<file path="config.mk">
export PLATFORM = sky130hd
export DESIGN_NAME = mem_bus_ctrl
export DESIGN_NICKNAME = d
export VERILOG_FILES = /design/src/rtl/bus_pkg.sv /design/src/rtl/wait_timer.sv /design/src/rtl/mem_bus_ctrl.sv
export SDC_FILE = /design/constraint.sdc
export NUM_CORES = 1
export LEC_CHECK = 0
export CAP_MARGIN = 20
export CORE_MARGIN = 2
export CORE_UTILIZATION = 35
export CTS_BUF_LIST = sky130_fd_sc_hd__clkbuf_8
export DETAILED_ROUTE_END_ITERATION = 8
export GPL_ROUTABILITY_DRIVEN = 0
export PLACE_DENSITY_LB_ADDON = 0.05
export SKIP_LAST_GASP = 1
export SLEW_MARGIN = 25
export SYNTH_ARGS = -nofsm -noshare
export SYNTH_HDL_FRONTEND = slang
export SYNTH_HIERARCHICAL = 1
export SYNTH_SLANG_ARGS = --single-unit
</file>
<file path="constraint.sdc">
create_clock -name clk -period 1.9 [get_ports clk]
set_input_delay 0.38 -clock clk [delete_from_list [all_inputs] [get_ports clk]]
set_output_delay 0.38 -clock clk [all_outputs]
set_load 0.01 [all_outputs]
</file>
<file path="src/rtl/bus_pkg.sv">
// Shared types and default sizing for the memory bus controller.
package bus_pkg;

  localparam int unsigned DATA_W_DEF  = 16;
  localparam int unsigned TIMEOUT_DEF = 15;

  typedef enum logic [1:0] {
    ST_IDLE  = 2'd0,
    ST_READ  = 2'd1,
    ST_WRITE = 2'd2
  } state_t;

endpackage

</file>
<file path="src/rtl/wait_timer.sv">
// Wait-cycle counter for memory transactions: clear, count-enable and
// a terminal-count flag raised when the count reaches TIMEOUT.
module wait_timer #(
  parameter int unsigned TIMEOUT = 15
) (
  input  logic clk,
  input  logic rst,
  input  logic clr,
  input  logic en,
  output logic tc
);

  localparam int unsigned CW = (TIMEOUT < 1) ? 1 : $clog2(TIMEOUT + 1);

  logic [CW-1:0] count_q, count_d;

  assign tc = (count_q == CW'(TIMEOUT));

  // Next count: clear has priority, saturate at the terminal value.
  always_comb begin
    count_d = count_q;
    if (clr) begin
      count_d = '0;
    end else if (en && !tc) begin
      count_d = count_q + 1'b1;
    end
  end

  // Counter register.
  always_ff @(posedge clk or posedge rst) begin
    if (rst) begin
      count_q <= '0;
    end else begin
      count_q <= count_d;
    end
  end

endmodule

</file>
<file path="src/rtl/mem_bus_ctrl.sv">
// Memory bus controller: MAR/MDR registers, read/write handshake with
// memory, wait-cycle timeout and illegal-command detection.
module mem_bus_ctrl
  import bus_pkg::*;
#(
  parameter int unsigned DATA_W  = DATA_W_DEF,
  parameter int unsigned TIMEOUT = TIMEOUT_DEF
) (
  input  logic              clk,
  input  logic              rst,
  input  logic [DATA_W-1:0] bus_in,
  input  logic              marce,
  input  logic              maroe,
  input  logic              mdrce,
  input  logic              mdroe,
  input  logic              mdrput,
  input  logic              mdrget,
  input  logic              mem_read,
  input  logic              mem_write,
  output logic [DATA_W-1:0] bus_out,
  output logic              bus_oe,
  output logic [DATA_W-1:0] mem_addr,
  output logic [DATA_W-1:0] mem_wdata,
  output logic              mem_req,
  output logic              mem_we,
  input  logic [DATA_W-1:0] mem_rdata,
  input  logic              mem_ack,
  output logic              busy,
  output logic              done,
  output logic              timeout,
  output logic              cmd_err
);

  state_t            state_q, state_d;
  logic [DATA_W-1:0] mar_q, mar_d;
  logic [DATA_W-1:0] mdr_q, mdr_d;
  logic              done_q, done_d;
  logic              timeout_q, timeout_d;
  logic              cmd_err_q, cmd_err_d;
  logic              start, tmr_en, tmr_tc;
  logic              rd_ok, wr_ok;

  assign rd_ok = mem_read & ~mem_write & maroe;
  assign wr_ok = mem_write & ~mem_read & maroe & mdroe;

  wait_timer #(
    .TIMEOUT(TIMEOUT)
  ) u_wait_timer (
    .clk(clk),
    .rst(rst),
    .clr(start),
    .en (tmr_en),
    .tc (tmr_tc)
  );

  assign busy      = (state_q != ST_IDLE);
  assign mem_req   = busy;
  assign mem_we    = (state_q == ST_WRITE);
  assign mem_addr  = mar_q;
  assign mem_wdata = mdr_q;
  assign bus_out   = mdr_q;
  assign bus_oe    = mdroe & mdrget;
  assign done      = done_q;
  assign timeout   = timeout_q;
  assign cmd_err   = cmd_err_q;

  // Next-state, register loads and pulse generation.
  always_comb begin
    state_d   = state_q;
    mar_d     = mar_q;
    mdr_d     = mdr_q;
    done_d    = 1'b0;
    timeout_d = 1'b0;
    cmd_err_d = 1'b0;
    start     = 1'b0;
    tmr_en    = 1'b0;
    unique case (state_q)
      ST_IDLE: begin
        if (marce) mar_d = bus_in;
        if (mdrce && mdrput) mdr_d = bus_in;
        if (rd_ok) begin
          state_d = ST_READ;
          start   = 1'b1;
        end else if (wr_ok) begin
          state_d = ST_WRITE;
          start   = 1'b1;
        end else if (mem_read || mem_write) begin
          cmd_err_d = 1'b1;
        end
      end
      ST_READ, ST_WRITE: begin
        if (mem_ack) begin
          state_d = ST_IDLE;
          done_d  = 1'b1;
          if (state_q == ST_READ) mdr_d = mem_rdata;
        end else if (tmr_tc) begin
          state_d   = ST_IDLE;
          timeout_d = 1'b1;
          if (state_q == ST_READ) mdr_d = '1;
        end else begin
          tmr_en = 1'b1;
        end
      end
      default: state_d = ST_IDLE;
    endcase
  end

  // State, MAR/MDR and status-pulse registers.
  always_ff @(posedge clk or posedge rst) begin
    if (rst) begin
      state_q   <= ST_IDLE;
      mar_q     <= '0;
      mdr_q     <= '0;
      done_q    <= 1'b0;
      timeout_q <= 1'b0;
      cmd_err_q <= 1'b0;
    end else begin
      state_q   <= state_d;
      mar_q     <= mar_d;
      mdr_q     <= mdr_d;
      done_q    <= done_d;
      timeout_q <= timeout_d;
      cmd_err_q <= cmd_err_d;
    end
  end

endmodule

</file>
== Yosys cells after proc, flatten, opt, wreduce, memory -nomap -nowiden ==
Cells that the tools add are included.
Cells by class
  bitwise operators: 8
  reduce and logical (&&, ||, !) cells: 12
  mux-type cells: 28
  add/sub/neg operators: 1
  equality and inequality tests: 7
Operator list (number)
  $mux 16: 5
  $pmux 16 s2: 1
  $mux 1: 15
  $mux 2: 4
  $mux 4: 2
  $and 1x1->1: 6
  $reduce_bool 2->1: 3
  $add 4x1->4 const B: 1
  $eq 4x4->1 const B: 1
  $ne 2x2->1 const B: 2
  $pmux 2 s2: 1
  $reduce_and 2->1: 2
  $reduce_and 4->1: 1
  $ne 3x2->1 const B: 1
  $ne 3x3->1 const B: 1
  $eq 2x1->1 const B: 1
  $eq 2x2->1 const B: 1
  $logic_and 1x1->1: 2
  $logic_not 2->1: 1
  $not 1->1: 2
  $reduce_or 2->1: 1
  $logic_not 1->1: 1
  $logic_or 1x1->1: 1
Storage, ports and cells
  flip-flop bits (word level): 41
  logic and storage cells: 63

== Depth between registers and ports, before layout ==
  word-level depth: 8
  gate-level depth with buffers: 7
  mapped depth without buffers: 6

== Hierarchy ==
The synthesis kept the hierarchy.
Modules (own cells, without submodules)
  mem_bus_ctrl: instances 1, sequential area each 925.9 um^2, cells each 155, area an instance 1815.5 um^2
  wait_timer: instances 1, sequential area each 100.1 um^2, cells each 21, area an instance 232.7 um^2

== Worst setup path after synthesis ==
Ideal clock, no wire load.
  path type: register -> register
  start: reg u_wait_timer.count_q[0]
  end: reg u_wait_timer.count_q[0]
  data required time: 1.775 ns
  data arrival time: 1.772 ns
  slack: 0.003 ns
  stages on the path, launching flop included: 6
  clock period less this slack: 1.897 ns
  buffers on the path: 0
  library setup time: 0.125 ns
  path through: dfrtp_1 -> ha_1 -> and3_4 -> nor3b_2 -> nor2b_4 -> mux2_4
On the way
  cells in the longest elaborated chain, start to end: 6
  elaborated cells between the ends (all ways): 10
  those cells by class: add/sub (1); eq/ne (1); mux (5); reduce/logical (3)
RTL lines
  start, declared: line wait_timer.sv:15  | logic [CW-1:0] count_q, count_d;
  start signal, assigned: line wait_timer.sv:34  | count_q <= count_d;
  $eq 4x4->1: line wait_timer.sv:17  | assign tc = (count_q == CW'(TIMEOUT));
  net tmr_tc: line mem_bus_ctrl.sv:40  | logic start, tmr_en, tmr_tc;
  $mux 1: line mem_bus_ctrl.sv:96  | end else if (tmr_tc) begin
  $mux 1: line mem_bus_ctrl.sv:92  | if (mem_ack) begin
  $mux 1: line mem_bus_ctrl.sv:77  | unique case (state_q)
  net tmr_en: line mem_bus_ctrl.sv:40
  $logic_and 1x1->1: line wait_timer.sv:24  | end else if (en && !tc) begin
  $reduce_bool 2->1 (no line)
The timed path passes the listed nets, and every way through them passes these cells. The select of a mux whose other input is x is not followed.
A chain may end at the register's enable or synchronous reset.

== Worst setup path after layout ==
  start: reg u_wait_timer.count_q[0]
  end: reg u_wait_timer.count_q[3]
The elaborated chain is that of the path after synthesis.

==> results.yml <==
status:
  status: "finished, final reports clean"
flow_run:
  max_cap_viol_count: 0
floorplan:
  start_util_pct: 36.7
  rows: 27
  die_h_um: 80.5
  dieWidth_um: 80.5
  io_pins: 98
  dieArea_sq_um: 6480
  coreArea_sq_um: 5570
sta:
  setup_violations: 0
  layout_setup_ws_ns: 0.105
  timing.fmax_mhz: 557
  worst_pin_slew_ns: 0.274
  fin_skew_ns: 0.00625
  finalHoldViolations: 0
  max_slew_margin_pct: 81.2
  drv_slew: 0
  rsz0062_at_grt: "false"
  final.setup.tns_ns: 0
  post-route-min-period_ns: 1.79
  finalCritPeriodShare_pct: 94.5
worst_setup_path:
  rr_startpoint: "u_wait_timer/count_q[0]$_DFFE_PP0P_"
  required_ns: 2.12
  r2r_slack_ns: 0.11
  path_buf_inv: 1
  cp_cell_sequence: "ha_1 > and3_4 > nor3b_2 > buf_6 > nand4_1 > or2_2 > a21oi_1"
  rr_endpoint: "u_wait_timer/count_q[3]$_DFFE_PP0P_"
  cp.depth: 7
  worstPathMaxFanout: 5
  cp-start-kind: "register"
  endpoint_kind: "register"
  crit_end: "u_wait_timer/count_q[3]$_DFFE_PP0P_"
  cpLargestDelayFamily: "simple AND/OR/NAND/NOR gates"
  cp-startpoint: "u_wait_timer/count_q[0]$_DFFE_PP0P_"
  critPathSlowestCell: "dfrtp_1"
  worstPathArrival_ns: 2.01
  rr_worst_depth: 7
  slowest_delay_ns: 0.41
  critPathKind: "reg -> reg"
placed_design:
  dpl_worst_slack_ns: 0.00692
  place_area_sq_um: 3060
  place.detailed.hpwl_um: 3700
  dpl.cell_count: 336
  io_buffers: 97
worst_hold_path:
  hold_path.class: "in -> async"
grt:
  grtUsageMet3_pct: 5.73
  use_met1_pct: 20.8
  grt_max_degree: 20
  grt_pass1_vias: 1714
  gr-max-usage-layer: "met2"
  grt_usage_pct: 16.2
  grt_pass1_wl_um: 8040
  grt_antenna_before_repair: 0
  grt_util_met2_pct: 26.3
  grt.overflow.total: 0
layout:
  drive_above_1_share_pct: 18.2
  syn_to_final_growth_pct: 57.4
  mostFrequentLayoutCells: "clkdlybuf4s50_1 (93), dfrtp_1 (41), inv_1 (24)"
  final_common_cell: "clkdlybuf4s50_1"
  post-route-util_pct: 57.8
  fin_cells: 347
  nNetsFinal: 321
  fin_area_sq_um: 3220
  antennaDiodeCount: 0
pwr:
  p_leak_nw: 1.47
  ir_drop_uv: 684
  power_density_nw_per_um2: 1650
clock_tree:
  cts_tree: "done"
  worstSkewPairLatency_ns: 0.29
  cts_buffers: 5
  clk_path_buf_depth: 2
  clockRootBuffer: "clkbuf_8"
  cts-htree-levels: 2
  postCtsHoldBufs: 0
  cts.sinks: 41
  clk_transition_reported_paths_ns: 0.07
synth:
  synth_cells: 176
  async_flop_share_pct: 100
  synth-seq-cells: 41
  synthAdderAreaFrac_pct: 2.44
  yosysWarningCount: 6
  synth_compound_area_share_pct: 8.92
  synth_edf_count: 0
  synth_area_sq_um: 2050
  avgSynthCellArea_sq_um: 11.6
  ys_types: 34
  synth-simple-area-share_pct: 7.39
  synth-xor-area-share_pct: 0
  yosys-mux-area-fraction_pct: 18.6
  synth_top_family_by_area: "multiplexers"
  syn_nets: 223
  synthFlopType: "dfrtp_1"
  yosysSeqAreaShare_pct: 50.1
detailed_routing:
  ant_nets: 0
  drtIter0Drc: 35
  wire_per_inst_um: 14.3
  drc: 0
  vias: 1570
  viasPerCell: 4.52
  drt_wl_total_um: 4960
  firstDrtPassIters: 4
[area by class of cell]
cell class                 instances  area [sq um]
timing repair buffer             114          1120
fill                             503          2350
inverter                          24          90.1
multi-input combinational         88           777
sequential                        41          1030
clock buffer                       6          82.6
clock inverter                     2          33.8
tap                               72          90.1
[cell families (layout without fill, tap and decap cells)]
family | count (synthesis) | in the layout
AOI/OAI and AO/OA | 27 | 27
buffers and inverters | 47 | 146
and+or+nand+nor | 22 | 22
adders and majority gates | 4 | 4
muxes | 35 | 35
DFF | 41 | 41
[metal layers]
layer / vias up / wire [um]
li1: 782 / -
met1: 732 / 2240
met2: 51 / 2340
met3: 5 / 333
met4: 0 / 42
met5: - / 0
[cell usage after synthesis, drive strengths merged (2+ instances only)]
library cell	n	area share (%)
nor2	2	0.37
mux2i	17	8.3
dfrtp	41	50
a21oi	5	1.2
buf	21	7.8
and4b	2	1.0
nand2b	3	0.92
clkbuf	2	0.37
nand2	4	0.73
nor2b	2	0.98
o22ai	16	4.9
ha	4	2.4
mux2	18	10
inv	24	4.4
[repair_timing]
item | CTS | global route
gates resized for setup | 4 | 6
cloned | 0 | 0
pin swaps | 0 | 0
setup buffers | 0 | 3
setup endpoints to repair | 3 | 11
[worst min path at each step]
stage / end / depth (start not counted) / slack, ns / startpoint
2_1_floorplan: u_wait_timer/count_q[0]$_DFFE_PP0P_ / 1 / 0.15 / rst
3_3_place_gp: mem_addr[5]$_DFFE_PP0P_ / 1 / 0.49 / mem_addr[5]$_DFFE_PP0P_
3_5_place_dp: mem_addr[5]$_DFFE_PP0P_ / 1 / 0.49 / mem_addr[5]$_DFFE_PP0P_
4_1_cts: u_wait_timer/count_q[3]$_DFFE_PP0P_ / 2 / 0.30 / rst
5_1_grt: u_wait_timer/count_q[3]$_DFFE_PP0P_ / 2 / 0.32 / rst
6_report: u_wait_timer/count_q[3]$_DFFE_PP0P_ / 2 / 0.30 / rst
[metrics by stage]
step	hold slack, ns	power (mW)
6_report	0.298	5.32
5_1_grt	0.318	5.69
4_1_cts	0.300	5.34
3_5_place_dp	0.492	4.58
3_3_place_gp	0.487	4.55
2_1_floorplan	0.146	3.23
[report_power, final]
part / leakage [nW] / internal [mW] / total [mW] / switching [mW]
logic: 0.917 / 1.81 / 3.05 / 1.25
clock network: 0.0626 / 0.423 / 0.718 / 0.295
registers: 0.486 / 1.29 / 1.55 / 0.261
[sequential cells by signal (all words and copies together), names as in the netlist]
name and flops:
u_wait_timer/count_q 4, mem_addr 16, state_q 2, timeout 1, bus_out 16, done 1
cmd_err 1
Note: power is estimated with default switching activity, not from simulation.
==> RTL edit 1 (same flow settings) <==
The 3 states of `state_t` get a one-hot encoding in 3 bits.
--- a/src/rtl/bus_pkg.sv
+++ b/src/rtl/bus_pkg.sv
@@ -4,10 +4,10 @@
   localparam int unsigned DATA_W_DEF  = 16;
   localparam int unsigned TIMEOUT_DEF = 15;
 
-  typedef enum logic [1:0] {
-    ST_IDLE  = 2'd0,
-    ST_READ  = 2'd1,
-    ST_WRITE = 2'd2
+  typedef enum logic [2:0] {
+    ST_IDLE  = 3'b001,
+    ST_READ  = 3'b010,
+    ST_WRITE = 3'b100
   } state_t;
 
 endpackage
Formal check against the unedited RTL: no difference found for any inputs over 10 cycles, from zero or initial values and one cycle with rst high; not proved beyond that.
==> RTL edit 1 against the original RTL <==
Non-clock buffer count up 7. Synthesized cell count stayed put. Worst setup slack worse by 24 ps. Sequential cell count increased by 1. Power down 20%. Critical path depth fell by 1. Wire length is 3.5% higher. Count of clock-buffer cells in the layout stayed put. Final area rose by 8.2%. Via count rose by 4.5%. Area after synthesis is 11% higher. Cell count increased by 2.6%.
==> RTL edit 1: results (changes against the original RTL) <==
| Metric | Value |
|---|---|
| GR Util All Layers | `14.7% (was 16.2%)` |
| Wire per inst | `14.4 um (was 14.3 um)` |
| Post-Place Cells | `344 (was 336)` |
| Relative slew slack | `80.7% (was 81.2%)` |
| Filler instances | `567 (was 503)` |
| Synth top cells by count | `dfrtp_1 (41), mux2_4 (19), nand2b_1 (19), buf_4 (17), mux2_1 (17) (was dfrtp_1 (41), inv_1 (24), buf_4 (18), mux2i_1 (17))` |
| Setup slack at placement | `-66.0 ps (was 6.92 ps)` |
| Cell Area, Placed | `3320 um^2 (was 3060 um^2)` |
| Post-synthesis async set-or-reset flop share | `100% (unchanged)` |
| Worst EP arrival | `1990 ps (was 2010 ps)` |
| Clock Skews | `4.55 ps (was 6.25 ps)` |
| H-tree levels | `2 (unchanged)` |
| Top cells by area, synth | `dfrtp_1 (45%), mux2_4 (13%), mux2_1 (8.4%), mux2_2 (6.5%), buf_4 (5.6%) (was dfrtp_1 (50%), mux2_2 (8.8%), mux2i_1 (8.3%), buf_4 (6.6%), o22ai_1 (4.9%))` |
| Status | `finished, final reports clean (unchanged)` |
| CTS root buffer | `clkbuf_8 (unchanged)` |
| CTS Buf Count | `5 (unchanged)` |
| Initial DRC count | `24 (was 35)` |
| Post-synth cell types | `37 (was 34)` |
| Clock Latency Late Sink | `280 ps` |
| First-pass GRT wire length | `8330 um (was 8040 um)` |
| Initial antenna violation count | `0 (unchanged)` |
| Non-filler cells, final | `356 (was 347)` |
| Post-synthesis sequential area ratio | `46.4% (was 50.1%)` |
| Vias | `1641 (was 1570)` |
| Post-DP HPWL | `3800 um (was 3700 um)` |
| Leakage | `1.49 nW (was 1.47 nW)` |
| Syn_nets | `220 (was 223)` |
| Proportion of layout cells with a drive suffix above 1 | `25.8% (was 18.2%)` |
| Total Nets Final | `324 (was 321)` |
| Crit-path max FO | `6 (was 5)` |
| IO Port Bufs | `97 (unchanged)` |
| Peak supply drop | `640 uV (was 684 uV)` |
| Clk buf depth | `2 (unchanged)` |
| Largest net degree at the start of global routing | `21 (was 20)` |
| Yosys warning count | `6 (unchanged)` |
| TritonRoute pass-1 iters | `3 (was 4)` |
| Reg clk slew, reported paths | `70 ps (about the same)` |
| Hold crit path type | `in -> async (unchanged)` |
| ANT cells | `0 (unchanged)` |
| Mapped Cells | `176 (unchanged)` |
## RTL edit 1: cell count changes after synthesis, moves of 3 or more
cell	change
ha_1	-3
inv_1	-20
mux2_1	+17
mux2_2	-3
mux2_4	+17
mux2i_1	-16
nand2b_1	+16
o22ai_1	-16
## RTL edit 1: worst paths after layout
kind | startpoint | endpoint | slack [ps] | cells past startpoint
max | u_wait_timer/count_q[0]$_DFFE_PP0P_ | bus_out[12]$_DFFE_PP0P_ | 80 | 6
min | rst | u_wait_timer/count_q[1]$_DFFE_PP0P_ | 320 | 2
max reg2reg | u_wait_timer/count_q[0]$_DFFE_PP0P_ | bus_out[12]$_DFFE_PP0P_ | 80 | 6
min reg2reg | mem_addr[5]$_DFFE_PP0P_ | mem_addr[5]$_DFFE_PP0P_ | 490 | 1
max in group asynchronous | rst | state_q[0]$_DFFE_PP1P_ | 1160 | 3
min in group clk | mem_addr[5]$_DFFE_PP0P_ | mem_addr[5]$_DFFE_PP0P_ | 490 | 1
## RTL edit 1: cell type report
| type | count | area, um^2 | area share [%] |
|---|---|---|---|
| repair buffers | 121 | 1210 | 34.6 |
| clock buffers | 6 | 82.6 | 2.37 |
| well taps | 77 | 96.3 | 2.76 |
| flip-flops and latches | 42 | 1050 | 30.2 |
| multi-input cells | 106 | 1030 | 29.7 |
| inverters | 4 | 15.0 | 0.430 |
## RTL edit 1: kinds of logic (layout without fill, tap and decap cells)
family	after synthesis	after routing	synth area share (%)
buf+inv	28	131	8.72
flops	42	42	46.4
compound gates	9	9	2.54
simple gates	45	45	13.1
xor+xnor	1	1	0.718
fa+ha+maj	1	1	0.552
mux	50	50	27.9
## RTL edit 1: report_power, final
| part | internal (mW) | leakage, nW | switching, mW | total, mW |
|---|---|---|---|---|
| Combinational | 1.44 | 0.943 | 0.762 | 2.20 |
| Clock | 0.281 | 0.0431 | 0.283 | 0.564 |
| Sequential | 1.24 | 0.506 | 0.228 | 1.47 |
## RTL edit 1: per-layer routing
metal  global-route usage, %  wire length [um]  vias to the layer above  part of all wire [%]
met4                    3.03                30                        0                  0.59
li1                        -                 -                      796                     -
met3                    3.93               355                        4                   6.9
met2                    22.4              2350                       60                    46
met5                       0                 0                        -                     0
met1                    21.1              2400                      781                    47
## RTL edit 1: critical path: stages (launching register included)
cell and delay, ps:
dfrtp_1 380, ha_2 200, and3_4 220, o211ai_1 150
a21oi_4 260, buf_6 170, mux2_2 330
## RTL edit 1: timing repair
action                                  in CTS  in global routing
endpoints found under the setup margin       3                 17
resized for setup                            3                  4
hold buffers                                 0                  0
cloned                                       0                  1
pin swaps                                    0                  4
setup buffers                                0                  5
==> RTL edit 2 (same settings) <==
Without the edit above. The package constant `DATA_W_DEF` goes from 16 to 32.
--- a/src/rtl/bus_pkg.sv
+++ b/src/rtl/bus_pkg.sv
@@ -1,7 +1,7 @@
 // Shared types and default sizing for the memory bus controller.
 package bus_pkg;
 
-  localparam int unsigned DATA_W_DEF  = 16;
+  localparam int unsigned DATA_W_DEF  = 32;
   localparam int unsigned TIMEOUT_DEF = 15;
 
   typedef enum logic [1:0] {
Ports: changed (5 resized); port bits go from 98 to 178. No check against the original RTL was run, so the function may have changed too.
==> RTL edit 2 against the original RTL <==
Sequential cell count grew 32. Final area grew 71%. Worst setup slack gained 13 ps. Area after synthesis grew 71%. Power grew 85%. Sequential power grew 83%. Wire length grew 87%. Sequential share of layout area grew 1.2 points. Via count grew 75%. Cell count grew 71%. Hold slack lost 8.3 ps. Global-route usage grew 1.2 points. Clock skew grew 4.4 ps. Critical path type unchanged. Largest cell class unchanged.
==> RTL edit 2: results (changes against the original RTL) <==
| Metric | Value |
|---|---|
| Status | `finished, final reports clean (unchanged)` |
| CTS Buf Count | `9 (was 5)` |
| Cell Area, Placed | `5270 um^2 (was 3060 um^2)` |
| Switching pwr | `3.40 mW (was 1.80 mW)` |
| Largest net degree at the start of global routing | `70 (was 20)` |
| Synth top cells by count | `dfrtp_1 (73), inv_1 (40), buf_4 (34) (was dfrtp_1 (41), inv_1 (24), buf_4 (18), mux2i_1 (17))` |
| Combinational share of power | `56.0% (was 57.4%)` |
| Mapped Cells | `297 (was 176)` |
| WHS | `290 ps (was 298 ps)` |
| Critical Path Max Stage Delay | `390 ps (was 410 ps)` |
| Worst EP arrival | `2040 ps (was 2010 ps)` |
| Reg-to-Reg End | `bus_out[28]$_DFFE_PP0P_ (was u_wait_timer/count_q[3]$_DFFE_PP0P_)` |
| Post-synth cell types | `35 (was 34)` |
| Filler instances | `875 (was 503)` |
| IO Port Bufs | `177 (was 97)` |
| First-pass GRT wire length | `14900 um (was 8040 um)` |
| Post-Place Cells | `577 (was 336)` |
| Proportion of layout cells with a drive suffix above 1 | `15.9% (was 18.2%)` |
| Total Nets Final | `534 (was 321)` |
| Fmax | `561 MHz (was 557 MHz)` |
| Post-DP HPWL | `6860 um (was 3700 um)` |
| Vias | `2742 (was 1570)` |
| Pwr Density | `1780 nW/um^2 (was 1650 nW/um^2)` |
| Worst-Margin Slew | `374 ps (was 274 ps)` |
| Wire per inst | `15.7 um (was 14.3 um)` |
| Top cells by area, synth | `dfrtp_1 (52%), mux2_2 (10%), mux2i_1 (9.1%), buf_4 (7.3%), o22ai_1 (5.7%) (was dfrtp_1 (50%), mux2_2 (8.8%), mux2i_1 (8.3%), buf_4 (6.6%), o22ai_1 (4.9%))` |
| Clock Latency Late Sink | `340 ps (was 290 ps)` |
| Vias in the first global route | `2840 (was 1714)` |
| Leakage | `2.41 nW (was 1.47 nW)` |
| CP delay by family, top | `flip-flops (was simple AND/OR/NAND/NOR gates)` |
| H-tree levels | `3 (was 2)` |
| Post-synthesis sequential area ratio | `52.1% (was 50.1%)` |
| Register share of total power | `29.0% (was 29.1%)` |
| Clock Skews | `10.6 ps (was 6.25 ps)` |
[RTL edit 2: cell families (layout without fill, tap and decap cells)]
logic type               count (synthesis)  count (layout)  share of synthesized area, %
adder cells (fa/ha/maj)                  4               4                          1.43
buffers and inverters                   86             249                          13.7
flip-flops                              73              73                          52.1
multiplexers                            66              66                          20.1
AND/OR/NAND/NOR                         24              24                          4.53
AO/OA/AOI/OAI                           44              44                          8.13
[RTL edit 2: timing repair]
item | 4_1_cts | 5_1_grt
setup endpoints to repair | 3 | 1
endpoints found under the hold margin | 0 | 0
resized for setup | 6 | 1
[RTL edit 2: layer usage]
metal	global-route usage, %	routed length, um
met3	5.14	641
met2	28.9	4590
met4	5.50	123
met5	0	0
met1	21.8	3930
[RTL edit 2: area by class of cell]
class	count	area (um^2)	share of cell area [%]
Timing Repair Buffer	193	1920	34.7
Sequential cell	73	1830	33.1
Tap cell	133	166	3.01
Clock buffer	10	138	2.49
Inverter	40	154	2.79
Multi-Input combinational cell	138	1220	22.1
Clock inverter	6	106	1.92
